<file path="src/rtl/pipe_hold_ctrl.sv">
// Pipeline hazard controller for the 5-stage RV64 core: stall/jump/flush sequencing.
// Optional perf counters are enabled by defining PIPE_HOLD_CTRL_PERF_EN.
module pipe_hold_ctrl #(
    parameter int FLUSH_CYCLES = 1,
    parameter int AW           = 64
) (
    input  logic          clk,
    input  logic          rst,
    input  logic          jump_req_i,
    input  logic [AW-1:0] jump_addr_i,
    input  logic          stall_mem_i,
    input  logic          stall_div_i,
    input  logic          stall_ld_use_i,
    output logic          pc_hold_o,
    output logic          jump_flag_o,
    output logic [AW-1:0] jump_addr_o,
    output logic [1:0]    hold_flag_if_id_o,
    output logic [1:0]    hold_flag_id_ex_o,
`ifdef PIPE_HOLD_CTRL_PERF_EN
    output logic [31:0]   perf_stall_cnt_o,
    output logic [31:0]   perf_flush_cnt_o,
`endif
    output logic          busy_o
);

    localparam logic [1:0] HOLD_PASS  = 2'b00;
    localparam logic [1:0] HOLD_FLUSH = 2'b01;
    localparam logic [1:0] HOLD_STALL = 2'b10;
    localparam int         CW         = 3;
    localparam logic [CW-1:0] FLUSH_INIT = CW'(FLUSH_CYCLES - 1);

    typedef enum logic [1:0] {RUN, STALL, FLUSH} state_t;

    typedef struct packed {
        logic          pc_hold;
        logic          jump_flag;
        logic [AW-1:0] jump_addr;
        logic [1:0]    if_id;
        logic [1:0]    id_ex;
    } hold_rsp_t;

    state_t          state, nxt_state;
    logic            pend_vld, nxt_pend_vld;
    logic [AW-1:0]   pend_addr, nxt_pend_addr;
    logic [CW-1:0]   flush_cnt, nxt_flush_cnt;
    logic            hard_stall;
    hold_rsp_t       rsp;

    assign hard_stall = stall_mem_i | stall_div_i;

    always_comb begin
        rsp           = '0;
        nxt_state     = state;
        nxt_pend_vld  = pend_vld;
        nxt_pend_addr = pend_addr;
        nxt_flush_cnt = flush_cnt;

        if (state == FLUSH) begin
            // mem/div stall freezes the flush countdown; EX holds a bubble so jumps are dropped
            if (hard_stall) begin
                rsp.pc_hold = 1'b1;
                rsp.if_id   = HOLD_STALL;
                rsp.id_ex   = HOLD_STALL;
            end else begin
                rsp.if_id = HOLD_FLUSH;
                rsp.id_ex = HOLD_PASS;
                if (flush_cnt <= CW'(1)) begin
                    nxt_flush_cnt = '0;
                    nxt_state     = RUN;
                end else begin
                    nxt_flush_cnt = flush_cnt - CW'(1);
                end
            end
        end else if (hard_stall) begin
            rsp.pc_hold = 1'b1;
            rsp.if_id   = HOLD_STALL;
            rsp.id_ex   = HOLD_STALL;
            nxt_state   = STALL;
            if (jump_req_i && !pend_vld) begin
                nxt_pend_vld  = 1'b1;
                nxt_pend_addr = jump_addr_i;
            end
        end else if (state == STALL && pend_vld) begin
            rsp.jump_flag = 1'b1;
            rsp.jump_addr = pend_addr;
            rsp.if_id     = HOLD_FLUSH;
            rsp.id_ex     = HOLD_FLUSH;
            nxt_pend_vld  = 1'b0;
            if (FLUSH_CYCLES > 1) begin
                nxt_state     = FLUSH;
                nxt_flush_cnt = FLUSH_INIT;
            end else begin
                nxt_state = RUN;
            end
        end else begin
            // RUN, or a STALL release with nothing pending (handled as a RUN cycle)
            nxt_state = RUN;
            if (jump_req_i) begin
                rsp.jump_flag = 1'b1;
                rsp.jump_addr = jump_addr_i;
                rsp.if_id     = HOLD_FLUSH;
                rsp.id_ex     = HOLD_FLUSH;
                if (FLUSH_CYCLES > 1) begin
                    nxt_state     = FLUSH;
                    nxt_flush_cnt = FLUSH_INIT;
                end
            end else if (stall_ld_use_i) begin
                rsp.pc_hold = 1'b1;
                rsp.if_id   = HOLD_STALL;
                rsp.id_ex   = HOLD_FLUSH;
            end
        end
    end

    always_ff @(posedge clk or posedge rst) begin
        if (rst) begin
            state     <= RUN;
            pend_vld  <= 1'b0;
            pend_addr <= '0;
            flush_cnt <= '0;
        end else begin
            state     <= nxt_state;
            pend_vld  <= nxt_pend_vld;
            pend_addr <= nxt_pend_addr;
            flush_cnt <= nxt_flush_cnt;
        end
    end

    // Outputs are forced quiet while reset is asserted, even with live requests
    assign pc_hold_o         = rsp.pc_hold & ~rst;
    assign jump_flag_o       = rsp.jump_flag & ~rst;
    assign jump_addr_o       = rst ? '0 : rsp.jump_addr;
    assign hold_flag_if_id_o = rst ? HOLD_PASS : rsp.if_id;
    assign hold_flag_id_ex_o = rst ? HOLD_PASS : rsp.id_ex;
    assign busy_o            = ~rst & (state != RUN);

`ifdef PIPE_HOLD_CTRL_PERF_EN
    always_ff @(posedge clk or posedge rst) begin
        if (rst) begin
            perf_stall_cnt_o <= '0;
            perf_flush_cnt_o <= '0;
        end else begin
            if (pc_hold_o && perf_stall_cnt_o != 32'hFFFF_FFFF)
                perf_stall_cnt_o <= perf_stall_cnt_o + 32'd1;
            if (jump_flag_o && perf_flush_cnt_o != 32'hFFFF_FFFF)
                perf_flush_cnt_o <= perf_flush_cnt_o + 32'd1;
        end
    end
`endif

endmodule

</file>
<file path="config.mk">
export PLATFORM = sky130hd
export DESIGN_NAME = pipe_hold_ctrl
export DESIGN_NICKNAME = d
export VERILOG_FILES = /design/src/rtl/pipe_hold_ctrl.sv
export SDC_FILE = /design/constraint.sdc
export NUM_CORES = 1
export LEC_CHECK = 0
export ABC_AREA = 1
export CORE_ASPECT_RATIO = 0.75
export CORE_MARGIN = 4
export CORE_UTILIZATION = 35
export CTS_CLUSTER_DIAMETER = 40
export DETAILED_ROUTE_END_ITERATION = 8
export GPL_ROUTABILITY_DRIVEN = 0
export PLACE_DENSITY = 0.66
export SYNTH_ARGS = -nofsm -noshare
export SYNTH_HDL_FRONTEND = slang
export SYNTH_SLANG_ARGS = --single-unit
export TNS_END_PERCENT = 30
</file>
<file path="constraint.sdc">
create_clock -name clk -period 3.54 [get_ports clk]
set_clock_uncertainty 0.2 [all_clocks]
set_input_delay 0.708 -clock clk [delete_from_list [all_inputs] [get_ports clk]]
set_output_delay 0.708 -clock clk [all_outputs]
set_load 0.005 [all_outputs]
</file>
==> results.md <==
* Clock buffer depth at 2
* Max_slew headroom at 0.483
* # setup viols final at 0
* Warnings, synthesis at 0
* Crit path required time at 2.63 ns
* Outcome: finished clean
* NetSw at around 0.0012 W
* Critical path capture point type: output pin
* # IOs at 141
* Routed Antenna Nets at 0
* Num CTS Buffers at 9
* Mapped Cells at ~720
* Sink Count at 66
* Routed via count at 4701
* Ranking of synthesized cells by area: dfrtp_1, nand2_1, nand3_1
* Power per cell area at 557 nW/um^2
* Final Hold Vio Count at 0
* Switch share at 0.350
* Synth Cell Area at roughly 4400 sq um
* Clk_lat worst skew at between 0.3 and 0.4 ns
* Die X at approximately 140 microns
* CTS hold repair buffers at 0
* Placed Area at around 5900 sq um
* Design area at slightly above 6000 sq um
* Slew at the pin closest to its max-slew limit at around 0.78 ns
* Setup bufs post-CTS at 0
* Max Fclk at about 300 MHz
* Hold slack at 0.266 ns
* Fin crit share at 0.926
* Synth Area per Inst at 6.07 sq um
* GRT Overall Usage at 0.190
* Tmin final at 3.28 ns
* CP Max Fanout at 64
* P_int at around 0.0022 W
* Syn-to-layout area delta at 41.0%
* Vias in the first global route at about 4500
* First-pass GRT wire length at between 20 and 25 mm
* Hold Crit Class: reg -> reg
* Starting density of the core at 0.358
* # fillers at 1271
* Seq/Total Area, Yosys at 0.376
* Drt initial violations at between 300 and 400
* Post-layout util at 0.505
* Worst setup path class: in -> out
* ANT cells at 0
* Arrival @ worst endpoint at between 2 and 2.5 ns
* IO Port Bufs at 140
* RSZ-0062 raised after global routing: false
* Leakage at ~3.3 nW
* Pre-Repair DR Iteration Count at 5
* Initial antenna violation count at 0
* Worst-path clk slew at approximately 0.05 ns
* Final wirelength at 13.4 mm
* Row cnt at 35
* Flop pwr share at 0.350
* Drt via density at ~4.7
* Final Max Tran Viols at 0
* Setup TNS at 0 ns
* Seq cells post-synth at 66
* CTS tree: yes
* Layout cells sized above 1 at 0.0547
* DP Wirelength at 8.47 mm
* DRC errors left at 0
* Synth top area share at 0.376
* Clk network pwr share at 0.288
* H-tree depth at 3
* DIE AREA at ~14000 sq um
* Root buf cell: clkbuf_16
* Net Count, Synth at a little under 800
* Fin nets at 906
* Grt total ovfl at 0
* Max cap viols at 0
* Height of the die at about 110 microns
* Seq. cell area at about 1700 sq um
* Yosys cell types at 14
* Comb power frac at 0.363
* WL/cell at around 13 microns
* Largest net degree at the start of global routing at 67
* Post-cts repair resize count at 0
* Startpoint types: input pin
* Core area at 12300 sq um
* Maximum VDD drop at between 0.2 and 0.3 mV
* Multi-input logic area at roughly 2200 sq um
* Area leader, netlist: dfrtp_1
## layer usage
| layer | up-vias | wire length [microns] | GRT usage |
|---|---|---|---|
| met5 | - | 0 | 0 |
| met4 | 0 | 144 | 0.0456 |
| met3 | 12 | 774 | 0.0496 |
| met2 | 133 | 5950 | 0.292 |
| met1 | 2140 | 6490 | 0.266 |
| li1 | 2416 | - | - |
## cells in the mapped netlist (all sizes together)
library cell  instances
buf                  51
clkbuf                6
dfrtp                66
inv                  71
nand2               331
nand3               130
nor2                 67
o21ai                 1
## logic make-up (layout without fill, tap and decap cells)
| logic type | after synthesis | count (layout) | share of synthesized area |
|---|---|---|---|
| compound gates | 1 | 1 | 0.00114 |
| flops | 66 | 66 | 0.376 |
| buf+inv | 128 | 246 | 0.133 |
| simple gates | 528 | 528 | 0.490 |
## layout by cell type (no fill, tap or decap)
cell type | netlist | layout
o21ai_0 | 1 | 1
clkinvlp_4 | 0 | 2
inv_1 | 70 | 69
nor2_4 | 0 | 1
nor2_1 | 66 | 65
nor2_2 | 1 | 1
nand2_2 | 2 | 4
inv_2 | 1 | 1
clkdlybuf4s50_1 | 0 | 139
clkbuf_16 | 0 | 9
dfrtp_1 | 66 | 64
dfrtp_2 | 0 | 2
buf_2 | 37 | 1
nand2_1 | 329 | 327
buf_12 | 0 | 1
bufinv_16 | 0 | 2
clkbuf_8 | 0 | 3
nand3_1 | 130 | 130
clkinv_2 | 0 | 1
buf_4 | 5 | 18
## worst max-delay path, stage by stage
cell	delay, ns
clkdlybuf4s50_1	0.43
nor2_2	0.22
nand2_2	0.09
buf_12	0.21
nor2_1	0.17
clkdlybuf4s50_1	0.52
## flip-flops by register name, indices dropped and copies added, names as in the netlist
signal,flops
pend_addr,64
state,1
pend_vld,1
## final timing paths
| kind | endpoint | start | cells after the start | slack, ns |
|---|---|---|---|---|
| worst min-delay path | pend_addr[10] | pend_addr[10] | 2 | 0.27 |
| worst max-delay path | jump_addr_o[14] | stall_div_i | 6 | 0.26 |
| max in group asynchronous | state[0] | rst | 3 | 2.07 |
| worst max register to register | pend_addr[19] | pend_vld | 5 | 1.52 |
| min in group asynchronous | pend_addr[56] | rst | 3 | 0.60 |
| worst min register to register | pend_addr[10] | pend_addr[10] | 2 | 0.27 |
## area by class of cell
cell class                 instances  area share
inverter                          71      0.0436
tap                              166      0.0335
clock buffer                      12      0.0430
multi-input combinational        529       0.350
sequential                        66       0.267
timing repair buffer             159       0.251
clock inverter                     4      0.0117
## power by group through the flow
stage,Sequential (W),Clock [W],Combinational [W]
finish,0.00121,0.000993,0.00125
global route,0.00124,0.00105,0.00147
CTS,0.00121,0.00102,0.00127
detailed placement,0.00121,0,0.00127
global placement,0.00121,0,0.00126
floorplan,0.00118,0,0.000899
## through the flow
step | power (W) | worst slack [ns] | cells
2_1_floorplan | 0.00208 | 0.159 | 723
3_3_place_gp | 0.00246 | 0.216 | 991
3_5_place_dp | 0.00248 | 0.252 | 991
4_1_cts | 0.00349 | 0.240 | 1007
5_1_grt | 0.00376 | 0.161 | 1007
6_report | 0.00345 | 0.261 | 1007
(Power assumes the default switching activity.)
==> edit, RTL diff (same settings) <==
Put a register stage on the outputs `jump_flag_o`, `hold_flag_if_id_o` and `hold_flag_id_ex_o`, with the module's reset. The values now appear one clock later. The other outputs are not delayed to match.
--- a/src/rtl/pipe_hold_ctrl.sv
+++ b/src/rtl/pipe_hold_ctrl.sv
@@ -130,6 +130,14 @@
     assign pc_hold_o         = rsp.pc_hold & ~rst;
-    assign jump_flag_o       = rsp.jump_flag & ~rst;
     assign jump_addr_o       = rst ? '0 : rsp.jump_addr;
-    assign hold_flag_if_id_o = rst ? HOLD_PASS : rsp.if_id;
-    assign hold_flag_id_ex_o = rst ? HOLD_PASS : rsp.id_ex;
+    always_ff @(posedge clk or posedge rst) begin
+        if (rst) begin
+            jump_flag_o       <= '0;
+            hold_flag_if_id_o <= '0;
+            hold_flag_id_ex_o <= '0;
+        end else begin
+            jump_flag_o       <= rsp.jump_flag & ~rst;
+            hold_flag_if_id_o <= rst ? HOLD_PASS : rsp.if_id;
+            hold_flag_id_ex_o <= rst ? HOLD_PASS : rsp.id_ex;
+        end
+    end
     assign busy_o            = ~rst & (state != RUN);
Check against the original RTL: not equivalent (Yosys sat finds a counterexample within 4 cycles, from zero or initial values and one cycle with rst high).
==> edit against the original RTL <==
Total power is 4.2% lower. Via count is 0.19% lower. Largest cell class unchanged. Sequential cell count is 4 higher. Setup slack worse by 75 ps. Maximum frequency is 2.2% lower. Wire length is 1.0% higher. Synthesized cell count is 0.41% higher. Final area stayed put. Critical endpoint is now jump_addr_o[26]. Synthesized area is 2.1% higher. Sequential share of layout area is 1.6 points higher.
==> edit: results (changes against the original RTL) <==
* Placed standard-cell area at 0.00594 mm^2 (+1.5%)
* Sequential element share of the synthesized area at 39.1% (+1.5 points)
* Routed met1 length at 6700 um (+3.2%)
* Synth Area in Compound Gates at 0.112% (-0.0024 points)
* Top cell types by occurrence after synthesis: nand2_1, nand3_1, dfrtp_1, inv_1, nor2_1
* Post-DR vias/cell at 4.65 (-0.39%)
* Number of nets produced by synthesis at 796 (+0.38%)
* Number of DRC markers in iteration 0 at 344 (+11%)
* Switching power of the nets at 1.22 mW (+0.60%)
* Worst-path fanout max at 33 (-48%)
* Wirelength per Cell at 13.4 um (+0.84%)
* Number of cell instances on the worst register-to-register path at 6 (+1)
* Final layout net count at 908 (+0.22%)
* HPWL after detailed placement at 8680 um (+2.5%)
* Post-route fraction of the period consumed by the critical path at 94.8% (+2.1 points)
* End point of the worst hold path: pend_addr[15]
* Post-Syn Area per Cell at 6.18 um^2 (+1.7%)
* Number of instances resized during post-cts repair at 0 (unchanged)
* Overall fraction of global-route tracks in use at 18.7% (-0.23 points)
* Status: complete, no violations
* End of the worst register-to-register path: pend_addr[24]
* Count of different cell masters after synthesis at 14 (unchanged)
* Biggest registers after layout: pend_addr: 64 flops, hold_flag_id_ex_o: 2 flops, hold_flag_if_id_o: 2 flops
* Reg2Reg Setup Slack at 1350 ps (-170 ps)
* Source of the worst hold timing path: pend_addr[15]
* Sum of met2 wire segment lengths after detailed routing at 5750 um (-3.3%)
* # placed instances at 993 (+0.20%)
* Number of standard cells in the layout, taps in and fillers out at 1009 (+0.20%)
* Layout filler cell count at 1291 (+1.6%)
* Leakage at 3.27 nW (about the same)
-- edit: power groups by stage --
| stage | Clock, mW | Combinational (mW) | Sequential, mW |
|---|---|---|---|
| finish | 0.790 | 1.26 | 1.26 |
| global route | 0.849 | 1.46 | 1.29 |
| CTS | 0.810 | 1.28 | 1.25 |
| detailed placement | 0 | 1.27 | 1.26 |
| global placement | 0 | 1.27 | 1.25 |
| floorplan | 0 | 0.898 | 1.23 |
-- edit: logic make-up after synthesis --
logic type | after synthesis
and+or+nand+nor | 528
buffers and inverters | 127
DFF | 70
AOI/OAI and AO/OA | 1
-- edit: routing by layer --
metal	vias to the layer above	GRT usage, %
met3	9	4.81
met1	2098	27.5
li1	2419	-
met4	0	3.98
met5	-	0
met2	166	27.8
-- edit: how the worst max path moves through the flow --
stage / startpoint / endpoint / slack (ps) / depth (start not counted)
after floorplan: rst / jump_addr_o[23] / 90 / 4
after global placement: rst / jump_addr_o[14] / 200 / 6
after CTS: rst / jump_addr_o[33] / 160 / 6
after detailed placement: rst / jump_addr_o[33] / 170 / 6
final: rst / jump_addr_o[26] / 190 / 6
after global routing: rst / jump_addr_o[35] / 30 / 6
-- edit: stage by stage --
stage	worst slack (ps)	total power, mW	hold WS, ps
after global placement	200	2.53	255
final	185	3.31	266
after detailed placement	169	2.54	258
after floorplan	94.5	2.13	242
after global routing	28.4	3.61	280
after CTS	164	3.34	272
-- edit: critical path, cell delays in order --
cell and delay, ps:
clkdlybuf4s50_1 520, clkinvlp_4 200, nand2_2 120, buf_4 310, nor2_1 110, clkdlybuf4s50_1 450
-- edit: cell type report --
| type | count | area [um^2] | area share [%] |
|---|---|---|---|
| multi-input cells | 529 | 2170 | 35.0 |
| flip-flops and latches | 70 | 1750 | 28.3 |
| repair buffers | 157 | 1540 | 24.8 |
| inverters | 71 | 270 | 4.36 |
| clock buffers | 14 | 244 | 3.94 |
| well taps | 166 | 208 | 3.35 |
| clock inverters | 2 | 10.0 | 0.162 |
